File: config.mk
export PLATFORM = sky130hd
export DESIGN_NAME = neopixel_tx
export DESIGN_NICKNAME = d
export VERILOG_FILES = /design/src/rtl/neopixel_tx.sv
export SDC_FILE = /design/constraint.sdc
export NUM_CORES = 1
export LEC_CHECK = 0
export CAP_MARGIN = 20
export CELL_PAD_IN_SITES_DETAIL_PLACEMENT = 0
export CELL_PAD_IN_SITES_GLOBAL_PLACEMENT = 2
export CORE_ASPECT_RATIO = 0.5
export CORE_MARGIN = 3
export CORE_UTILIZATION = 31
export DETAILED_ROUTE_END_ITERATION = 8
export PLACE_DENSITY_LB_ADDON = 0.1
export RECOVER_POWER = 100
export SLEW_MARGIN = 20
export SYNTH_ARGS = -nofsm -noshare
export SYNTH_HDL_FRONTEND = slang
export SYNTH_SLANG_ARGS = --single-unit
File: constraint.sdc
create_clock -name CLK -period 1.75 [get_ports CLK]
set_input_delay 0.2625 -clock CLK [delete_from_list [all_inputs] [get_ports CLK]]
set_output_delay 0.2625 -clock CLK [all_outputs]
set_load 0.01 [all_outputs]
File: src/rtl/neopixel_tx.sv
// neopixel_tx: WS2812-class single-wire LED serializer.
// Accepts BITS-wide pixel words over valid/ready and emits them MSB first as
// cycle-exact high/low pulses on d_out, followed by a strip latch period when
// the word is flagged last, and always after reset.
//
// Ports:
//   CLK     in   system clock
//   RESETN  in   synchronous active-low reset
//   data    in   pixel word, MSB transmitted first
//   last    in   word ends a frame, latch period follows
//   valid   in   data/last valid
//   ready   out  block accepts a word this cycle
//   busy    out  high whenever not idle
//   d_out   out  serial line to LED strip
module neopixel_tx #(
    parameter int unsigned CLK_HZ  = 12_000_000,
    parameter int unsigned BITS    = 24,
    parameter int unsigned T0H_NS  = 400,
    parameter int unsigned T1H_NS  = 800,
    parameter int unsigned TBIT_NS = 1250,
    parameter int unsigned TRES_US = 60
) (
    input  logic            CLK,
    input  logic            RESETN,
    input  logic [BITS-1:0] data,
    input  logic            last,
    input  logic            valid,
    output logic            ready,
    output logic            busy,
    output logic            d_out
);

    // Cycle counts derived from the clock rate, rounded to nearest
    localparam int unsigned KHZ     = CLK_HZ / 1000;
    localparam int unsigned T0H     = (KHZ * T0H_NS + 500_000) / 1_000_000;
    localparam int unsigned T1H     = (KHZ * T1H_NS + 500_000) / 1_000_000;
    localparam int unsigned TBIT    = (KHZ * TBIT_NS + 500_000) / 1_000_000;
    localparam int unsigned TRES    = KHZ * TRES_US / 1000;
    localparam int unsigned CNT_MAX = (TRES > TBIT) ? TRES : TBIT;
    localparam int unsigned CNT_W   = $clog2(CNT_MAX + 1);
    localparam int unsigned BCNT_W  = $clog2(BITS);

    if (!(T0H >= 1 && T0H < T1H && T1H < TBIT && TRES >= 1 && BITS >= 2)) begin : g_bad_params
        $error("neopixel_tx: timing parameters violate 1 <= T0H < T1H < TBIT, TRES >= 1");
    end

    typedef enum logic [1:0] {
        S_IDLE  = 2'd0,
        S_HIGH  = 2'd1,
        S_LOW   = 2'd2,
        S_LATCH = 2'd3
    } state_t;

    state_t              state_q, state_d;
    logic [CNT_W-1:0]    cnt_q, cnt_d;
    logic [BITS-1:0]     shift_q, shift_d;
    logic [BCNT_W-1:0]   bit_q, bit_d;
    logic                last_q, last_d;
    logic                restart_q, restart_d;
    logic                d_out_q, d_out_d;
    logic                ready_q, ready_d;
    logic                busy_q, busy_d;
    logic [CNT_W-1:0]    hi_len_c;
    logic [CNT_W-1:0]    lo_len_c;

    // Pulse lengths for the bit currently at the shift register MSB
    always_comb begin
        hi_len_c = shift_q[BITS-1] ? CNT_W'(T1H) : CNT_W'(T0H);
        lo_len_c = CNT_W'(TBIT) - hi_len_c;
    end

    // Next-state, counters and registered-output inputs
    always_comb begin
        state_d   = state_q;
        cnt_d     = cnt_q;
        shift_d   = shift_q;
        bit_d     = bit_q;
        last_d    = last_q;
        restart_d = 1'b0;

        unique case (state_q)
            S_IDLE: begin
                if (valid && ready_q) begin
                    shift_d = data;
                    last_d  = last;
                    bit_d   = BCNT_W'(BITS - 1);
                    cnt_d   = '0;
                    state_d = S_HIGH;
                end
            end
            S_HIGH: begin
                if (cnt_q == hi_len_c - CNT_W'(1)) begin
                    cnt_d   = '0;
                    state_d = S_LOW;
                end else begin
                    cnt_d = cnt_q + CNT_W'(1);
                end
            end
            S_LOW: begin
                if (cnt_q == lo_len_c - CNT_W'(1)) begin
                    cnt_d = '0;
                    if (bit_q != '0) begin
                        shift_d = {shift_q[BITS-2:0], 1'b0};
                        bit_d   = bit_q - BCNT_W'(1);
                        state_d = S_HIGH;
                    end else begin
                        state_d = last_q ? S_LATCH : S_IDLE;
                    end
                end else begin
                    cnt_d = cnt_q + CNT_W'(1);
                end
            end
            S_LATCH: begin
                // The first cycle after reset release starts the latch count,
                // so a reset always yields a full TRES-cycle latch afterwards.
                if (restart_q) begin
                    cnt_d = '0;
                end else if (cnt_q == CNT_W'(TRES - 1)) begin
                    cnt_d   = '0;
                    state_d = S_IDLE;
                end else begin
                    cnt_d = cnt_q + CNT_W'(1);
                end
            end
            default: begin
                state_d = S_LATCH;
                cnt_d   = '0;
            end
        endcase

        d_out_d = (state_d == S_HIGH);
        ready_d = (state_d == S_IDLE);
        busy_d  = (state_d != S_IDLE);
    end

    // State and output registers with synchronous reset into LATCH
    always_ff @(posedge CLK) begin
        if (!RESETN) begin
            state_q   <= S_LATCH;
            cnt_q     <= '0;
            shift_q   <= '0;
            bit_q     <= '0;
            last_q    <= 1'b0;
            restart_q <= 1'b1;
            d_out_q   <= 1'b0;
            ready_q   <= 1'b0;
            busy_q    <= 1'b1;
        end else begin
            state_q   <= state_d;
            cnt_q     <= cnt_d;
            shift_q   <= shift_d;
            bit_q     <= bit_d;
            last_q    <= last_d;
            restart_q <= restart_d;
            d_out_q   <= d_out_d;
            ready_q   <= ready_d;
            busy_q    <= busy_d;
        end
    end

    assign d_out = d_out_q;
    assign ready = ready_q;
    assign busy  = busy_q;

endmodule

==> summary.txt <==
Yosys
  • Share of the synthesized area in the top cell type: 37.13%
  • Mapped Cells: 266
  • Compound-cell area share of the yosys netlist: 25.78%
  • Synth Area in Simple Gates: 18.57%
  • Synth Cell Area: 2480 µm²
  • Post-Synth Adder-Cell Area: 1.514%
  • Synth Net Count: 297
  • Synth warnings: 0
  • Top cells by area, synth: dfxtp_1, a211oi_2, mux2i_1
  • Largest area contributor in the netlist: dfxtp_1
  • Syn_area_per_cell: 9.323 µm²
  • Largest family of logic cells by synthesized area: compound AO/OA/AOI/OAI gates
  • Synth unique cells: 49
  • Synth Register Bits: 46
  • Post-synth EDFFs: 0
  • XOR/XNOR Fraction of Synth Area: 0.7064%
  • Sequential area share after synthesis: 37.13%
  • Mux cell area share after synthesis: 9.284%
  • Ys flop type: dfxtp_1
  • Ys async rst share: 0%

Floorplanning
  • Core Rows: 22
  • IO Pins: 31
  • Initial Util: 32.88%
  • Die height: 69.25 µm
  • Die W: 132.5 µm
  • Die area: 9174 µm²
  • Core area: 7542 µm²

CTS
  • CTS tree: yes
  • Total clock sinks: 46
  • Hold buffers post-CTS: 0
  • Root Buffer: clkbuf_16
  • Worst-Skew Late Latency: 0.29 ns
  • Num CTS Buffers: 5
  • Clock Tree Buf Depth: 2
  • CTS clk-pin slew, worst paths: 0.06 ns
  • H-tree levels: 2

Final layout
  • Area grow syn2layout: 50.25%
  • Final cell count without fillers: 451
  • Area of the multi-input gates: 1599 µm²
  • Register area: 927.1 µm²
  • Share of cells above drive strength 1: 39.36%
  • # fillers: 708
  • Antenna cells: 0
  • Layout net count: 373

Detailed routing
  • DR iter-0 viols: 78
  • DRT antenna net count: 0
  • Final wirelength: 6639 µm
  • DR vias: 2231
  • Pre-Repair DR Iteration Count: 4
  • Drt wl/cell: 14.72 µm
  • Via density: 4.947
  • Post-route DRC: 0

Status
  • Outcome: finished with violations
  • Failing checks: setup timing

GRT
  • First-pass GRT wire length: 11100 µm
  • Initial antenna violation count: 0
  • Largest net degree at the start of global routing: 32
  • Remaining global-route overflow: 0
  • Vias in the first global route: 2300
  • Total track usage: 14.76%

Power and ir drop
  • Pleak: 1.489 nW
  • Worst vdd ir: 0.3231 mV
  • PD cells: 625.0 nW/µm²

Setup path
  • CP Launch Type: register
  • CP Capture Type: register
  • CP max FO: 4
  • Req. time, crit path: 1.93 ns
  • Crit Path Class: register to register
  • Reg2reg start: cnt_q[0]$_SDFFE_PN0N_
  • Setup crit start: cnt_q[0]$_SDFFE_PN0N_
  • CP arrival: 2.07 ns

Timing
  • Least-Margin Pin Slew: 0.3948 ns
  • Worst setup margin: -0.1409 ns
  • Hold Slack: 0.5150 ns
  • F_max: 0.5288 GHz
  • Final Max Tran Viols: 0
  • Unrepaired setup endpoints after global routing: yes
  • Post-route clock period utilization: 108.1%
  • Worst slew margin: 73.31%
  • Setup violators final: 43
  • Final clock skew: 0.005407 ns
  • Minimum clock period: 1.891 ns
  • Fin. Hold Viols: 0

Placed design
  • IO Port Bufs: 30
  • Post-Place Setup Slack: -0.1835 ns
  • GPL Wtd Cong: 0.7748
  • Post-DP HPWL: 4447 µm
  • Placed Cells: 431

Flow run
  • Max Cap Viol: 0

Worst hold path
  • Worst hold path type: register to register
  • HP Start: shift_q[11]$_SDFFE_PN0P_
## repair_timing
action	4_1_cts	5_1_grt
endpoints found under the setup margin	42	44
cloned	3	1
resized for setup	40	3
setup buffers	6	2
pin swaps	17	6
## layer usage
metal,share of wire (%),up-vias,GRT usage [%]
met1,50,1070,20.37
met4,0.29,0,2.304
li1,-,1133,-
met3,3.5,3,4.058
met2,47,25,23.60
met5,0,-,0
## power by group
part           switching, mW  internal (mW)
Sequential           0.00371           1.05
Combinational         0.0730         0.0984
Clock                  0.427          0.675
## worst paths after layout
path | endpoint | depth (start not counted) | slack [ns]
worst max-delay path | d_out$_SDFF_PN0_ | 7 | -0.14
worst min-delay path | shift_q[11]$_SDFFE_PN0P_ | 2 | 0.52
worst max register to register | d_out$_SDFF_PN0_ | 7 | -0.14
worst min register to register | shift_q[11]$_SDFFE_PN0P_ | 2 | 0.52
## final cells by class
class                      count  area share [%]
clock buffer                   6           3.459
inverter                       7          0.7052
sequential                    46           24.88
multi-input combinational    192           42.91
clock inverter                 2           1.007
tap                          108           3.627
timing repair buffer          90           23.40
## cells in the mapped netlist, drive strengths merged, types with 3 or more instances
master,n
a211oi,31
a21oi,9
and2,4
and3,4
buf,14
clkbuf,8
dfxtp,46
ha,3
inv,7
mux2i,23
nand2,22
nand3,7
nand4bb,3
nor2,36
nor3,4
o211ai,6
o21ai,5
## kinds of logic after synthesis
| kind of cell | count (synthesis) |
|---|---|
| mux | 23 |
| simple gates | 93 |
| fa+ha+maj | 3 |
| xor+xnor | 2 |
| compound gates | 70 |
| buf+inv | 29 |
| flops | 46 |
## sequential cells by signal, indices dropped and copies added (netlist names)
| register | count |
|---|---|
| bit_q | 5 |
| busy | 1 |
| cnt_q | 10 |
| d_out | 1 |
| last_q | 1 |
| ready | 1 |
| restart_q | 1 |
| shift_q | 24 |
| state_q | 2 |
## stage by stage
step	total power [mW]	cell area, µm²	utilization, %	setup TNS, ns
2_1_floorplan	1.136	2531	-	-1.793
3_3_place_gp	1.237	3224	42.75	-3.827
3_5_place_dp	1.238	3224	42.75	-4.809
4_1_cts	2.360	3681	48.81	-5.099
5_1_grt	2.412	3726	49.40	-7.822
6_report	2.329	3726	49.40	-4.227
## critical path: stages (launching register included)
cell and delay (ns):
dfxtp_2 0.34, or4b_4 0.55, a211oi_4 0.30, buf_4 0.16
buf_4 0.10, a21oi_2 0.05, o2bb2ai_2 0.14, and3_1 0.15
## cells in the final DEF, fill, tap and decap left out, types with 2 or more instances in the layout
cell type and instances:
buf_4 46, nand4_1 2, clkbuf_16 6, nor3_2 2
nor2_2 6, o22ai_4 2, o211ai_1 6, inv_1 6
o21ai_2 2, nand2_1 22, nand3_1 6, buf_12 3
dfxtp_2 5, dfxtp_1 41, mux2i_1 23, nor2_4 3
and2_1 4, clkbuf_1 2, a211oi_4 2, a211oi_2 26
a211o_1 2, nor3_1 2, nor2_1 27, a21oi_2 4
xor2_1 2, a21oi_1 5, and3_1 4, nand4bb_4 2
o21ai_1 2, buf_6 6, a211oi_1 3, buf_16 2
dlygate4sd3_1 4, clkdlybuf4s50_1 26, ha_1 3
(Power assumes the default switching activity.)
